<file path="config.mk">
export PLATFORM = sky130hd
export DESIGN_NAME = hex_scan_display
export DESIGN_NICKNAME = d
export VERILOG_FILES = /design/src/rtl/hex_disp_pkg.sv /design/src/rtl/hex_seg_decode.sv /design/src/rtl/hex_scan_display.sv
export SDC_FILE = /design/constraint.sdc
export NUM_CORES = 1
export LEC_CHECK = 0
export BUFFER_PORTS_ARGS = -buffer_cell sky130_fd_sc_hd__clkbuf_2
export CORE_MARGIN = 8
export CORE_UTILIZATION = 45
export DETAILED_ROUTE_END_ITERATION = 7
export PLACE_DENSITY_LB_ADDON = 0.15
export SETUP_SLACK_MARGIN = 0.2
export SLEW_MARGIN = 20
export SYNTH_ARGS = -nofsm -noshare
export SYNTH_HDL_FRONTEND = slang
export SYNTH_HIERARCHICAL = 1
export SYNTH_SLANG_ARGS = --single-unit
export TNS_END_PERCENT = 5
</file>
<file path="constraint.sdc">
create_clock -name clk -period 2.95 [get_ports clk]
set_input_delay 0.59 -clock clk [delete_from_list [all_inputs] [get_ports clk]]
set_output_delay 0.59 -clock clk [all_outputs]
set_load 0.01 [all_outputs]
</file>
<file path="src/rtl/hex_disp_pkg.sv">
// Shared constants for the hex scan display: segment width, the hex-to-segment
// code table and a helper that sizes counters.
package hex_disp_pkg;

  localparam int SEG_W = 7;

  localparam logic [SEG_W-1:0] SEG_BLANK = '0;

  // Segment order {a,b,c,d,e,f,g}, indexed by nibble value 0..F.
  localparam logic [SEG_W-1:0] SEG_TABLE [16] = '{
    7'b1111110, 7'b0110000, 7'b1101101, 7'b1111001,
    7'b0110011, 7'b1011011, 7'b1011111, 7'b1110000,
    7'b1111111, 7'b1111011, 7'b1110111, 7'b0011111,
    7'b1001110, 7'b0111101, 7'b1001111, 7'b1000111
  };

  // Bits needed to hold 0..n-1; never less than one.
  function automatic int cnt_width(input int n);
    int w;
    w = 1;
    while ((1 << w) < n) w++;
    return w;
  endfunction

endpackage

</file>
<file path="src/rtl/hex_seg_decode.sv">
// Combinational hex nibble to 7-segment decoder.
module hex_seg_decode
  import hex_disp_pkg::*;
(
  input  logic [3:0]       nibble,
  output logic [SEG_W-1:0] seg
);

  assign seg = SEG_TABLE[nibble];

endmodule

</file>
<file path="src/rtl/hex_scan_display.sv">
// Multiplexed hex display driver with a frame-synchronous load handshake.
// Optional leading-zero suppression is enabled by defining HEX_SCAN_LZ_BLANK_EN.
module hex_scan_display
  import hex_disp_pkg::*;
#(
  parameter int NUM_DIGITS = 4,
  parameter int SCAN_DIV   = 1000
) (
  input  logic                    clk,
  input  logic                    rst_n,
  input  logic [4*NUM_DIGITS-1:0] load_data,
  input  logic                    load_valid,
  output logic                    load_ready,
  input  logic                    blank,
  output logic [SEG_W-1:0]        seg,
  output logic [NUM_DIGITS-1:0]   dig_sel,
  output logic                    frame_done
);

  localparam int DATA_W = 4 * NUM_DIGITS;
  localparam int PW     = cnt_width(SCAN_DIV);
  localparam int IW     = cnt_width(NUM_DIGITS);
  localparam logic [PW-1:0] PRESC_LAST = PW'(SCAN_DIV - 1);
  localparam logic [IW-1:0] IDX_LAST   = IW'(NUM_DIGITS - 1);

  logic [PW-1:0]     presc_reg;
  logic [IW-1:0]     idx_reg;
  logic [DATA_W-1:0] disp_reg;
  logic [DATA_W-1:0] pend_reg;
  logic              pend_full_reg;

  logic              tc;
  logic              frame_end;
  logic              accept;
  logic [3:0]        nibble;
  logic              lz_cur;
  logic [SEG_W-1:0]  dec_seg;
  logic [SEG_W-1:0]  seg_next;
  logic [NUM_DIGITS-1:0] lz;

  assign tc         = (presc_reg == PRESC_LAST);
  assign frame_end  = tc && (idx_reg == IDX_LAST);
  assign load_ready = ~pend_full_reg;
  assign accept     = load_valid && ~pend_full_reg;

`ifdef HEX_SCAN_LZ_BLANK_EN
  // Digit k is a leading zero when it and every higher nibble are zero;
  // digit 0 is never suppressed so an all-zero word still shows "0".
  generate
    for (genvar gi = 0; gi < NUM_DIGITS; gi++) begin : g_lz
      if (gi == 0) begin : g_low
        assign lz[gi] = 1'b0;
      end else begin : g_high
        assign lz[gi] = ~|disp_reg[DATA_W-1:4*gi];
      end
    end
  endgenerate
`else
  assign lz = '0;
`endif

  always_comb begin
    nibble = '0;
    lz_cur = 1'b0;
    for (int k = 0; k < NUM_DIGITS; k++) begin
      if (idx_reg == IW'(k)) begin
        nibble = disp_reg[4*k +: 4];
        lz_cur = lz[k];
      end
    end
  end

  hex_seg_decode u_dec (
    .nibble (nibble),
    .seg    (dec_seg)
  );

  assign seg_next = lz_cur ? SEG_BLANK : dec_seg;

  always_ff @(posedge clk or negedge rst_n) begin
    if (!rst_n) begin
      presc_reg <= '0;
      idx_reg   <= '0;
    end else if (tc) begin
      presc_reg <= '0;
      idx_reg   <= (idx_reg == IDX_LAST) ? '0 : idx_reg + 1'b1;
    end else begin
      presc_reg <= presc_reg + 1'b1;
    end
  end

  // Accept and commit are mutually exclusive: accept needs the pending slot
  // empty, commit needs it full.
  always_ff @(posedge clk or negedge rst_n) begin
    if (!rst_n) begin
      pend_reg      <= '0;
      pend_full_reg <= 1'b0;
      disp_reg      <= '0;
    end else if (accept) begin
      pend_reg      <= load_data;
      pend_full_reg <= 1'b1;
    end else if (frame_end && pend_full_reg) begin
      disp_reg      <= pend_reg;
      pend_full_reg <= 1'b0;
    end
  end

  always_ff @(posedge clk or negedge rst_n) begin
    if (!rst_n) begin
      seg        <= SEG_BLANK;
      dig_sel    <= '0;
      frame_done <= 1'b0;
    end else begin
      frame_done <= frame_end;
      if (blank) begin
        seg     <= SEG_BLANK;
        dig_sel <= '0;
      end else begin
        seg     <= seg_next;
        dig_sel <= NUM_DIGITS'(1) << idx_reg;
      end
    end
  end

endmodule
</file>
Word level (Yosys, flattened, before mapping)
Memory sizes are Yosys's and may differ from the RTL's.
Index checks and enable logic that the tools add are counted.
{"block": "totals", "reg_bits": 57, "romBits": 112, "word_cells": 38, "n_memories": 1}
{"memory": "(name not given)", "words": 16, "width": 7, "read_ports": 1, "rd_clocked_by_memory_dff": 0, "write_ports": 0, "line": "hex_seg_decode.sv:9", "text": "assign seg = SEG_TABLE[nibble];"}
{"block": "classes", "addsub": 2, "magnitude_cmp": 1, "n_eq_ne": 4, "n_shift": 1, "mux": 12, "bitwise_logic": 3, "reduce_logical": 6}
{"op": "7-bit two-way mux", "count": 3}
{"op": "4-bit two-way mux", "count": 5}
{"op": "10-bit by 1-bit adder with 10-bit output, second input constant", "count": 1}
{"op": "10-bit == test, second input constant", "count": 1}
{"op": "10-bit two-way mux", "count": 1}
{"op": "5-bit greater-or-equal comparator, second input constant", "count": 1}
{"op": "4-bit inverter with 5-bit output", "count": 1}
{"op": "2-bit == test, second input constant", "count": 2}
{"op": "1-bit by 2-bit << shifter with 4-bit output, first input constant", "count": 1}
{"op": "1-bit logical AND", "count": 3}
{"op": "2-bit by 1-bit adder with 2-bit output, second input constant", "count": 1}
{"op": "2-bit by 1-bit == test with 1-bit output, second input constant", "count": 1}
{"op": "2-bit zero test", "count": 1}
{"op": "1-bit two-way mux", "count": 2}
{"op": "2-bit two-way mux", "count": 1}
{"op": "1-bit inverter", "count": 2}
{"op": "2-bit AND reduction", "count": 1}
{"op": "2-bit nonzero test", "count": 1}

Longest topological paths before layout
{"block": "depth", "word_depth": 10, "mapped_depth": 10, "mapped_depth_nobuf": 10}

By module
Netlist, hierarchy kept.
{"mod": "hex_scan_display", "n_inst": 1, "cells_per_inst": 180, "area_each_um2": 2454.9, "seq_area_each_um2": 1426.4}
{"mod": "hex_seg_decode", "n_inst": 1, "cells_per_inst": 33, "area_each_um2": 290.3, "seq_area_each_um2": 0.0}

Least setup slack after synthesis
Ideal clock, no wire load.
{"block": "synth_timing", "path_kind": "flip-flop to flip-flop", "startpoint": "reg idx_reg[0]", "endpoint": "reg seg[3]", "setup_ns": 0.132, "t_arrival_ns": 2.489, "required_ns": 2.818, "setup_slack_ns": 0.328, "path_stages_with_launch": 9, "n_path_buf": 0, "period_less_slack_ns": 2.622, "cell_sequence": "dfrtp_1 ha_1 nor2b_1 a221oi_1 o31ai_1 inv_1 ha_1 mux4_1 nor2b_1"}
{"block": "synth_between", "elab_chain_len": 10}
{"element": "start, declared", "line": "hex_scan_display.sv:27", "text": "logic [IW-1:0] idx_reg;"}
{"element": "start signal, assigned", "line": "hex_scan_display.sv:86", "text": "idx_reg <= (idx_reg == IDX_LAST) ? '0 : idx_reg + 1'b1;"}
{"element": "2-bit zero test", "line": "hex_scan_display.sv:66", "text": "if (idx_reg == IW'(k)) begin"}
{"element": "4-bit two-way mux (3 in a row)", "line": "hex_scan_display.sv:66"}
{"element": "4-bit two-way mux (*)", "line": "hex_scan_display.sv:66"}
{"element": "net nibble[1]", "line": "hex_scan_display.sv:35", "text": "logic [3:0] nibble;"}
{"element": "4-bit inverter with 5-bit output (not written as such) (*)", "line": "hex_seg_decode.sv:9"}
{"element": "memory read 16 x 7 bit (*)"}
{"element": "7-bit two-way mux (not written as such) (*) (2 in a row)", "line": "hex_seg_decode.sv:9"}
{"element": "net dec_seg[3]", "line": "hex_scan_display.sv:37", "text": "logic [SEG_W-1:0] dec_seg;"}
{"element": "7-bit two-way mux (*)", "line": "hex_scan_display.sv:115", "text": "if (blank) begin"}
{"element": "end signal, assigned", "line": "hex_scan_display.sv:119", "text": "seg <= seg_next;"}
{"element": "end, declared", "line": "hex_scan_display.sv:15", "text": "output logic [SEG_W-1:0] seg,"}
The timed path passes the listed nets; every way through them passes the cells marked *. The select of a mux whose other input is x is not followed.
A chain may end at the register's enable or synchronous reset.

Worst setup path after layout
{"block": "layout_timing", "startpoint": "reg idx_reg[1]", "endpoint": "reg seg[3]"}
The elaborated chain is that of the path after synthesis.

==> reports/metrics.yaml <==
floorplan:
  die_w_um: 94.11
  core_area_sq_um: 5921
  io_pins: 33
  rows: 28
  dieHeight_um: 94.11
  initial_core_util_pct: 46.37
  die-area_sq_um: 8856
yosys:
  synthArstFlopShare_pct: 100.0
  synth.most_common_cell: "dfrtp_1"
  ys.flop_type: "dfrtp_1"
  netlist.area_leader.share_pct: 51.96
  syn-cell-area_sq_um: 2745
  ys_types: 43
  postSynthAreaPerCell_sq_um: 12.89
  syn-num-nets: 245
  yosys_warnings: 6
  ys_ff_latch: 57
  synth_area_leader_cell: "dfrtp_1"
  synth_edf_count: 0
  synth.yosys.seq_area_share_pct: 51.96
  syn_inst: 213
  synth_area_leaders: "dfrtp_1, mux2_2, ha_1"
  ys_top_cells_by_count: "dfrtp_1, mux2_2, nor2b_1"
clocking:
  clockBufferDepth: 2
  htree_levels: 3
  clkSinkCount: 57
  cts_buffers: 9
  clk-insertion-delay-late_ns: 0.33
  clk_pin_slew_ns: 0.07
  hold_buffers: 0
  cts-root-buf: "clkbuf_8"
  cts_tree: "done"
drt:
  drtIter0Drc: 50
  viasPerCell: 5.033
  first_pass_iters: 4
  ant_nets: 0
  drc: 0
  vias: 1691
  wirelength_mm: 4.914
  post_drt_wl_per_cell_um: 14.63
sta:
  timing.slew.headroom_pct: 50.60
  hold_viol_final: 0
  worst_pin_slew_ns: 0.7411
  slew_violations: 0
  fin_crit_ns: 2.549
  finClkSkew_ns: 0.01073
  fin_crit_sh_pct: 86.39
  fmax_mhz: 392.4
  setup-tns-final_ns: 0
  rsz0062_at_grt: "false"
  finalSetupViolCount: 0
global_routing:
  grt_max_degree: 31
  antenna_found_initial: 0
  grt_pass1_vias: 1776
  grt_pass1_wl_mm: 8.659
  grt_remaining_overflow: 0
  grt_usage_pct: 12.41
power:
  p_leak_nw: 1.480
  totalPowerFinal_mw: 1.624
  ir_drop_mv: 0.3065
  cellPowerDensity_nw_per_um2: 503.8
placed_design:
  port_buffers: 32
  gp_congestion: 0.8277
  place_hpwl_mm: 3.627
worst_setup_path:
  startpoint_type: "flop"
  crit_path_end_kind: "flop"
  worst_ep_required_time_ns: 3.16
  arrival_ns: 2.75
  crit_fanout: 6
  ff2ff_path_depth: 11
  crit_type: "flop to flop"
finish:
  n_antenna_cell: 0
  synthToLayoutAreaGrowth_pct: 17.46
  nNetsFinal: 288
  layout-drive-gt1-share_pct: 39.85
  fillers: 512
worst_hold_path:
  hold_class: "input port to async pin"
run_status:
  status: "complete, no violations"
flow_run:
  maxCapViolations: 0
==> layout by cell type, fill, tap and decap left out, types with 2 or more instances in the layout <==
cell type and n:
mux2_2 27, xor2_1 2, a21oi_1 5, nand2_1 11, dfrtp_1 57, o31a_1 2
mux2_4 10, nand3_1 5, clkbuf_8 10, nor2b_1 18, o31ai_1 4, buf_4 9
ha_1 12, a221oi_1 4, nor2_1 5, clkinvlp_4 3, nor3_1 3, nand3b_1 2
or3_1 3, a31o_2 2, inv_1 8, clkbuf_2 32, mux2i_1 2
==> logic make-up (layout without fill, tap and decap cells) <==
group,Yosys count,count (layout),share of synthesized area (%)
and+or+nand+nor,58,58,12.90
DFF,57,57,51.96
muxes,40,40,18.23
AOI/OAI and AO/OA,26,26,7.247
buffers and inverters,17,65,3.236
adders and majority gates,12,12,5.469
xor gates and xnor gates,3,3,0.9573
==> power by group <==
part,internal (mW),switching [mW],total (mW)
Sequential,0.812,0.0151,0.827
Clock,0.414,0.319,0.732
Combinational,0.0337,0.0312,0.0650
Total,1.26,0.365,1.62
==> layer usage <==
layer / share of wire [%] / global-route usage [%] / vias to the layer above
met2: 47 / 17.85 / 25
met1: 48 / 16.14 / 819
met3: 4.5 / 3.757 / 5
li1: - / - / 842
met5: 0 / 0 / -
met4: 1.0 / 7.133 / 0
==> critical path, cell delays in order, from the launching register on <==
cell      delay, ns
dfrtp_1        0.41
inv_1          0.10
ha_1           0.30
nor2b_4        0.08
a221oi_1       0.25
o31ai_1        0.11
buf_4          0.17
inv_1          0.12
ha_1           0.25
inv_1          0.05
mux4_1         0.46
nor2b_1        0.14
==> final timing paths <==
kind / startpoint / to / slack [ns]
max: idx_reg[1]$_DFFE_PN0N_ / seg[3]$_DFF_PN0_ / 0.40
min: rst_n / presc_reg[4]$_DFF_PN0_ / 0.32
max reg2reg: idx_reg[1]$_DFFE_PN0N_ / seg[3]$_DFF_PN0_ / 0.40
min reg2reg: presc_reg[0]$_DFF_PN0_ / presc_reg[0]$_DFF_PN0_ / 0.47
max in group asynchronous: rst_n / pend_reg[8]$_DFFE_PN0P_ / 1.94
min in group clk: presc_reg[0]$_DFF_PN0_ / presc_reg[0]$_DFF_PN0_ / 0.47
==> area by class of cell <==
class                      instances  area (sq um)  area share (%)
clock inverter                     6         66.31           2.057
timing repair buffer              41         227.7           7.062
multi-input combinational        139          1242           38.53
clock buffer                      10         137.6           4.269
tap                               75         93.84           2.910
sequential                        57          1426           44.24
inverter                           8         30.03          0.9313
==> per-stage QoR <==
stage,instances,util (%),instance area (sq um),setup WS (ns),hold slack [ns]
after global routing,336,54.46,3224,0.2460,0.3596
after global placement,320,50.89,3013,0.4235,0.4483
after floorplan,213,-,2745,0.3285,0.2944
final,336,54.46,3224,0.4014,0.3174
after CTS,336,54.33,3217,0.3125,0.3214
after detailed placement,320,50.89,3013,0.3287,0.4567
==> timing repair <==
item | 4_1_cts | 5_1_grt
buffers inserted | 0 | 0
resized for setup | 0 | 2
setup endpoints to repair | 0 | 3
Note: power is estimated with default switching activity, not from simulation.
